[src/rtl/stb_dcache_wr_responder.sv]
// Store-buffer drain responder: merges one buffered store into a word array after a
// fixed write latency and acks it; a separate non-stalling port serves LSU loads.
module stb_dcache_wr_responder #(
    parameter int unsigned ADDR_WIDTH     = 32,
    parameter int unsigned DATA_WIDTH     = 32,
    parameter int unsigned BYTE_SEL_WIDTH = 4,
    parameter int unsigned MEM_DEPTH      = 64,
    parameter int unsigned WR_LATENCY     = 2
) (
    input  logic                      clk,
    input  logic                      rst,
    input  logic                      stb2dcache_req,
    input  logic                      stb2dcache_w_en,
    input  logic [ADDR_WIDTH-1:0]     stb2dcache_addr,
    input  logic [DATA_WIDTH-1:0]     stb2dcache_wdata,
    input  logic [BYTE_SEL_WIDTH-1:0] stb2dcache_sel_byte,
    output logic                      dcache2stb_ack,
    output logic                      dcache_busy,
    input  logic                      lsu2dcache_rd_req,
    input  logic [ADDR_WIDTH-1:0]     lsu2dcache_rd_addr,
    output logic                      dcache2lsu_rd_valid,
    output logic [DATA_WIDTH-1:0]     dcache2lsu_rd_data
);

    localparam int unsigned IDX_W = $clog2(MEM_DEPTH);
    localparam int unsigned CNT_W = (WR_LATENCY > 1) ? $clog2(WR_LATENCY) : 1;

    typedef enum logic [1:0] {
        IDLE  = 2'd0,
        WRITE = 2'd1,
        ACK   = 2'd2
    } state_t;

    state_t                    state_q, state_d;
    logic [CNT_W-1:0]          cnt_q, cnt_d;
    logic [IDX_W-1:0]          hold_idx_q, hold_idx_d;
    logic [DATA_WIDTH-1:0]     hold_wdata_q, hold_wdata_d;
    logic [BYTE_SEL_WIDTH-1:0] hold_sel_q, hold_sel_d;
    logic                      commit_c;
    logic [DATA_WIDTH-1:0]     merged_c;
    logic [IDX_W-1:0]          rd_idx_c;
    logic                      ack_q, busy_q, rd_valid_q;
    logic [DATA_WIDTH-1:0]     rd_data_q;
    logic [DATA_WIDTH-1:0]     mem [MEM_DEPTH];
    logic                      unused_addr_bits_c;

    // Only the word-index bits of either address matter; the rest are deliberately dropped.
    assign unused_addr_bits_c = ^{stb2dcache_addr, lsu2dcache_rd_addr};
    assign rd_idx_c           = lsu2dcache_rd_addr[IDX_W+1:2];

    // State register
    always_ff @(posedge clk) begin
        if (rst) state_q <= IDLE;
        else     state_q <= state_d;
    end

    // Next-state, holding-register and commit decode
    always_comb begin
        state_d      = state_q;
        cnt_d        = cnt_q;
        hold_idx_d   = hold_idx_q;
        hold_wdata_d = hold_wdata_q;
        hold_sel_d   = hold_sel_q;
        commit_c     = 1'b0;
        case (state_q)
            IDLE: begin
                if (stb2dcache_req && stb2dcache_w_en) begin
                    hold_idx_d   = stb2dcache_addr[IDX_W+1:2];
                    hold_wdata_d = stb2dcache_wdata;
                    hold_sel_d   = stb2dcache_sel_byte;
                    cnt_d        = CNT_W'(WR_LATENCY - 1);
                    state_d      = WRITE;
                end
            end
            WRITE: begin
                if (cnt_q == '0) begin
                    commit_c = 1'b1;
                    state_d  = ACK;
                end else begin
                    cnt_d = cnt_q - CNT_W'(1);
                end
            end
            ACK:     state_d = IDLE;
            default: state_d = IDLE;
        endcase
    end

    // Byte-merge of the held store onto the current array word
    always_comb begin
        merged_c = mem[hold_idx_q];
        for (int i = 0; i < BYTE_SEL_WIDTH; i++) begin
            if (hold_sel_q[i]) merged_c[8*i +: 8] = hold_wdata_q[8*i +: 8];
        end
    end

    // Datapath and registered outputs
    always_ff @(posedge clk) begin
        if (rst) begin
            cnt_q        <= '0;
            hold_idx_q   <= '0;
            hold_wdata_q <= '0;
            hold_sel_q   <= '0;
            ack_q        <= 1'b0;
            busy_q       <= 1'b0;
            rd_valid_q   <= 1'b0;
            rd_data_q    <= '0;
        end else begin
            cnt_q        <= cnt_d;
            hold_idx_q   <= hold_idx_d;
            hold_wdata_q <= hold_wdata_d;
            hold_sel_q   <= hold_sel_d;
            ack_q        <= (state_d == ACK);
            busy_q       <= (state_d != IDLE);
            rd_valid_q   <= lsu2dcache_rd_req;
            if (lsu2dcache_rd_req) begin
                // Write-first: a same-index read in the commit cycle sees the merged word.
                rd_data_q <= (commit_c && (rd_idx_c == hold_idx_q)) ? merged_c : mem[rd_idx_c];
            end
        end
    end

    // Array write; reset suppresses a commit in the same cycle
    always_ff @(posedge clk) begin
        if (commit_c && !rst) mem[hold_idx_q] <= merged_c;
    end

    assign dcache2stb_ack      = ack_q;
    assign dcache_busy         = busy_q;
    assign dcache2lsu_rd_valid = rd_valid_q;
    assign dcache2lsu_rd_data  = rd_data_q;

endmodule

[config.mk]
export PLATFORM = sky130hd
export DESIGN_NAME = stb_dcache_wr_responder
export DESIGN_NICKNAME = d
export VERILOG_FILES = /design/src/rtl/stb_dcache_wr_responder.sv
export SDC_FILE = /design/constraint.sdc
export NUM_CORES = 2
export LEC_CHECK = 0
export CAP_MARGIN = 10
export CORE_UTILIZATION = 50
export DETAILED_ROUTE_END_ITERATION = 10
export PLACE_DENSITY = 0.7
export SYNTH_ARGS = -nofsm -noshare
export SYNTH_HDL_FRONTEND = slang
export SYNTH_SLANG_ARGS = --single-unit
[constraint.sdc]
create_clock -name clk -period 10.9 [get_ports clk]
set_input_delay 2.18 -clock clk [delete_from_list [all_inputs] [get_ports clk]]
set_output_delay 2.18 -clock clk [all_outputs]
set_load 0.01 [all_outputs]
==> impl_metrics.json <==
{
  "core-area_um2": 193000,
  "timing.critical_path.fanout_max": 32,
  "number_of_enable_flip_flop_cells_after_synthesis": 2048,
  "avgViaCountPerCell": 7.41,
  "end_kind": "flip-flop",
  "critPathLaunchType": "input port",
  "crit_required_ns": 11.57,
  "final-setup-viol-count": 0,
  "drcViolationCount": 0,
  "finalWirelength_um": 311000,
  "detailroute.via_count": 58600,
  "first_pass_grt_wire_length_um": 434000,
  "chipWidth_um": 444,
  "count_of_input_and_output_buffers": 87,
  "worst-slew-pin-transition_ns": 1.23,
  "antenna_found_initial": 3,
  "worst_clock_skew_ns": 0.0358,
  "detail_route.wl_per_cell_um": 39.3,
  "postCtsSetupRepairBufs": 0,
  "cts_htree_levels": 4,
  "design.final.nets": 5315,
  "yosys_most_used_dff": "edfxtp_1",
  "timing_worst_setup_path_type": "in2reg",
  "period_needed_ns": 6.01,
  "fin_hold_ws_ns": 0.489,
  "grt_start_max_net_pins": 131,
  "ys_warn_count": 0,
  "n_fill_cell": 14300,
  "setup_total_negative_slack_ns": 0,
  "ioPinCount": 140,
  "power.density_nw_per_um2": 167,
  "grt_usage": 0.315,
  "tritoncts": "done",
  "timing.final.crit_share": 0.551,
  "effective_utilization_at_floorplan": 0.505,
  "yosys.area.top_type": "edfxtp_1",
  "cells_taking_the_most_area_after_synthesis": "edfxtp_1, mux4_2, a22oi_1, mux2i_1, dfxtp_1",
  "clock_sink_count": 2134,
  "yosysMostFrequentCell": "edfxtp_1",
  "synthesized_netlist_cell_count": 5175,
  "post_synthesis_mean_instance_area_um2": 18.9,
  "critPathArrivalTime_ns": 6.68,
  "post_cts.resized_instances": 0,
  "clk_path_buf_depth": 3,
  "number_of_max_slew_violations_in_the_final_report": 0,
  "clkLatencyLatePin_ns": 0.85,
  "synth-seq-area-share": 0.648,
  "max_cap_violations": 0,
  "cts_root_buffer": "clkbuf_16",
  "drt_first_iter_violations": 9160,
  "total_leakage_power_nw": 32.3,
  "run_status": "completed",
  "flow.area_growth_from_synthesis_pct": 10.8,
  "drive_gt1_frac": 0.280,
  "rows": 161,
  "die_y_um": 444,
  "post-synth-top-area-fraction": 0.630,
  "globalRoute.totalOverflow": 0,
  "post_synth_instance_area_um2": 97600,
  "grt_setup_unrepaired": "no",
  "postRouteAntennaNets": 0,
  "cts_buffers": 206,
  "grt_pass1_vias": 58100,
  "synth-async-reset-ratio": 0,
  "yosys_register_bits": 2134,
  "netlist_top_cells_count": "edfxtp_1, mux4_2, a22oi_1",
  "routabilityCongestion": 0.863,
  "drt_pass1_iterations": 8,
  "maxClockFrequency_mhz": 166,
  "count_of_distinct_cell_types_in_the_synthesized_netlist": 47,
  "finalHoldViolations": 0,
  "holdCritPathClass": "reg2reg",
  "finish.utilization": 0.560,
  "die-area_um2": 197000,
  "clkSlewWorstSetupHoldPaths_ns": 0.06,
  "cts.hold.buffers_added": 0,
  "highest_ir_drop_seen_on_vdd_mv": 0.179,
  "total_half_perimeter_wirelength_after_legalization_and_detailed_placement_um": 167000,
  "syn_nets": 5280,
  "max-slew-margin-rel": 0.172
}
[registers in the layout, indices dropped and copies added, names as in the netlist, named ones only]
signal,count
cnt_q,1
dcache2lsu_rd_data,32
dcache2lsu_rd_valid,1
dcache2stb_ack,1
dcache_busy,1
hold_idx_q,6
hold_sel_q,4
hold_wdata_q,32
mem,2048
state_q,2
[per-layer routing]
metal / global-route usage / up-vias / routed length (um)
li1: - / 22500 / -
met5: 0 / - / 12
met3: 0.0809 / 865 / 43200
met4: 0.170 / 2 / 19900
met2: 0.473 / 4604 / 141000
met1: 0.424 / 30600 / 107000
[report_power, final]
group	leakage (nW)	switching (mW)	internal, mW	total [mW]
clock network	3.20	3.08	3.96	7.03
registers	19.1	0.0548	9.34	9.39
logic	9.97	1.09	0.517	1.60
[placed cells by master (no fill, tap or decap), types with 29 or more instances in the layout]
| cell | synthesis | final |
|---|---|---|
| edfxtp_1 | 2048 | 2048 |
| mux4_2 | 897 | 897 |
| a22oi_1 | 352 | 352 |
| mux2i_1 | 256 | 256 |
| clkbuf_16 | 0 | 215 |
| buf_4 | 68 | 174 |
| nand2_1 | 157 | 154 |
| nand3_1 | 132 | 131 |
| a21oi_1 | 109 | 109 |
| clkdlybuf4s50_1 | 0 | 81 |
| dfxtp_1 | 86 | 79 |
| nor2_4 | 0 | 70 |
| o221ai_1 | 64 | 64 |
| o22ai_1 | 63 | 63 |
| a211oi_1 | 63 | 63 |
| clkbuf_1 | 167 | 54 |
| clkinv_1 | 0 | 45 |
| nor2_1 | 105 | 36 |
| o21ai_4 | 0 | 35 |
| clkinv_2 | 0 | 34 |
| and3_1 | 34 | 33 |
| o211ai_1 | 32 | 32 |
| a221oi_1 | 32 | 32 |
| a31oi_1 | 32 | 32 |
| and2_1 | 37 | 32 |
| nor3_1 | 32 | 32 |
| nand4_1 | 32 | 32 |
| a311oi_1 | 32 | 32 |
| o311a_1 | 31 | 31 |
| o21ai_1 | 30 | 29 |
[kinds of logic after synthesis]
logic type / Yosys count / synth area share
mux: 1153 / 0.233
buf+inv: 441 / 0.0265
compound gates: 878 / 0.0643
flops: 2134 / 0.648
simple gates: 563 / 0.0279
xor+xnor: 6 / 0.000538
[through the flow]
stage / setup WS (ns) / total power, mW / cells / instance area (um^2)
global placement: 4.25 / 11.1 / 7528 / 102000
global route: 5.06 / 18.4 / 7912 / 108000
detailed placement: 4.22 / 11.1 / 7528 / 102000
CTS: 5.14 / 18.0 / 7910 / 108000
finish: 4.89 / 18.0 / 7913 / 108000
floorplan: 5.94 / 10.6 / 5175 / 97600
[worst max-delay path, stage by stage]
cell and delay [ns]:
buf_4 0.40, buf_4 0.66, xnor2_1 0.21, nand4_2 0.53, o21ai_4 0.32, buf_4 0.73
a211oi_1 0.40, nor3_1 0.94, a311oi_1 0.18
[final cells by class]
cell class	count	area, um^2	area share
flip-flops and latches	2134	63200	0.585
multi-input cells	2600	32800	0.304
clock buffers	281	5750	0.0531
well taps	2526	3160	0.0292
repair buffers	267	2350	0.0217
clock inverters	101	807	0.00746
diodes	3	7.51	0.0000694
inverters	1	5.00	0.0000463
[worst paths after layout]
check | startpoint | endpoint | slack [ns] | cells past startpoint
setup / recovery | lsu2dcache_rd_addr[6] | dcache2lsu_rd_data[22] | 4.89 | 9
hold reg to reg | hold_wdata_q[31] | hold_wdata_q[31] | 0.49 | 2
hold / removal | hold_wdata_q[31] | hold_wdata_q[31] | 0.49 | 2
setup reg to reg | flip-flop | mem[44][22] | 5.37 | 9
Power figures use the tool's default switching activity.
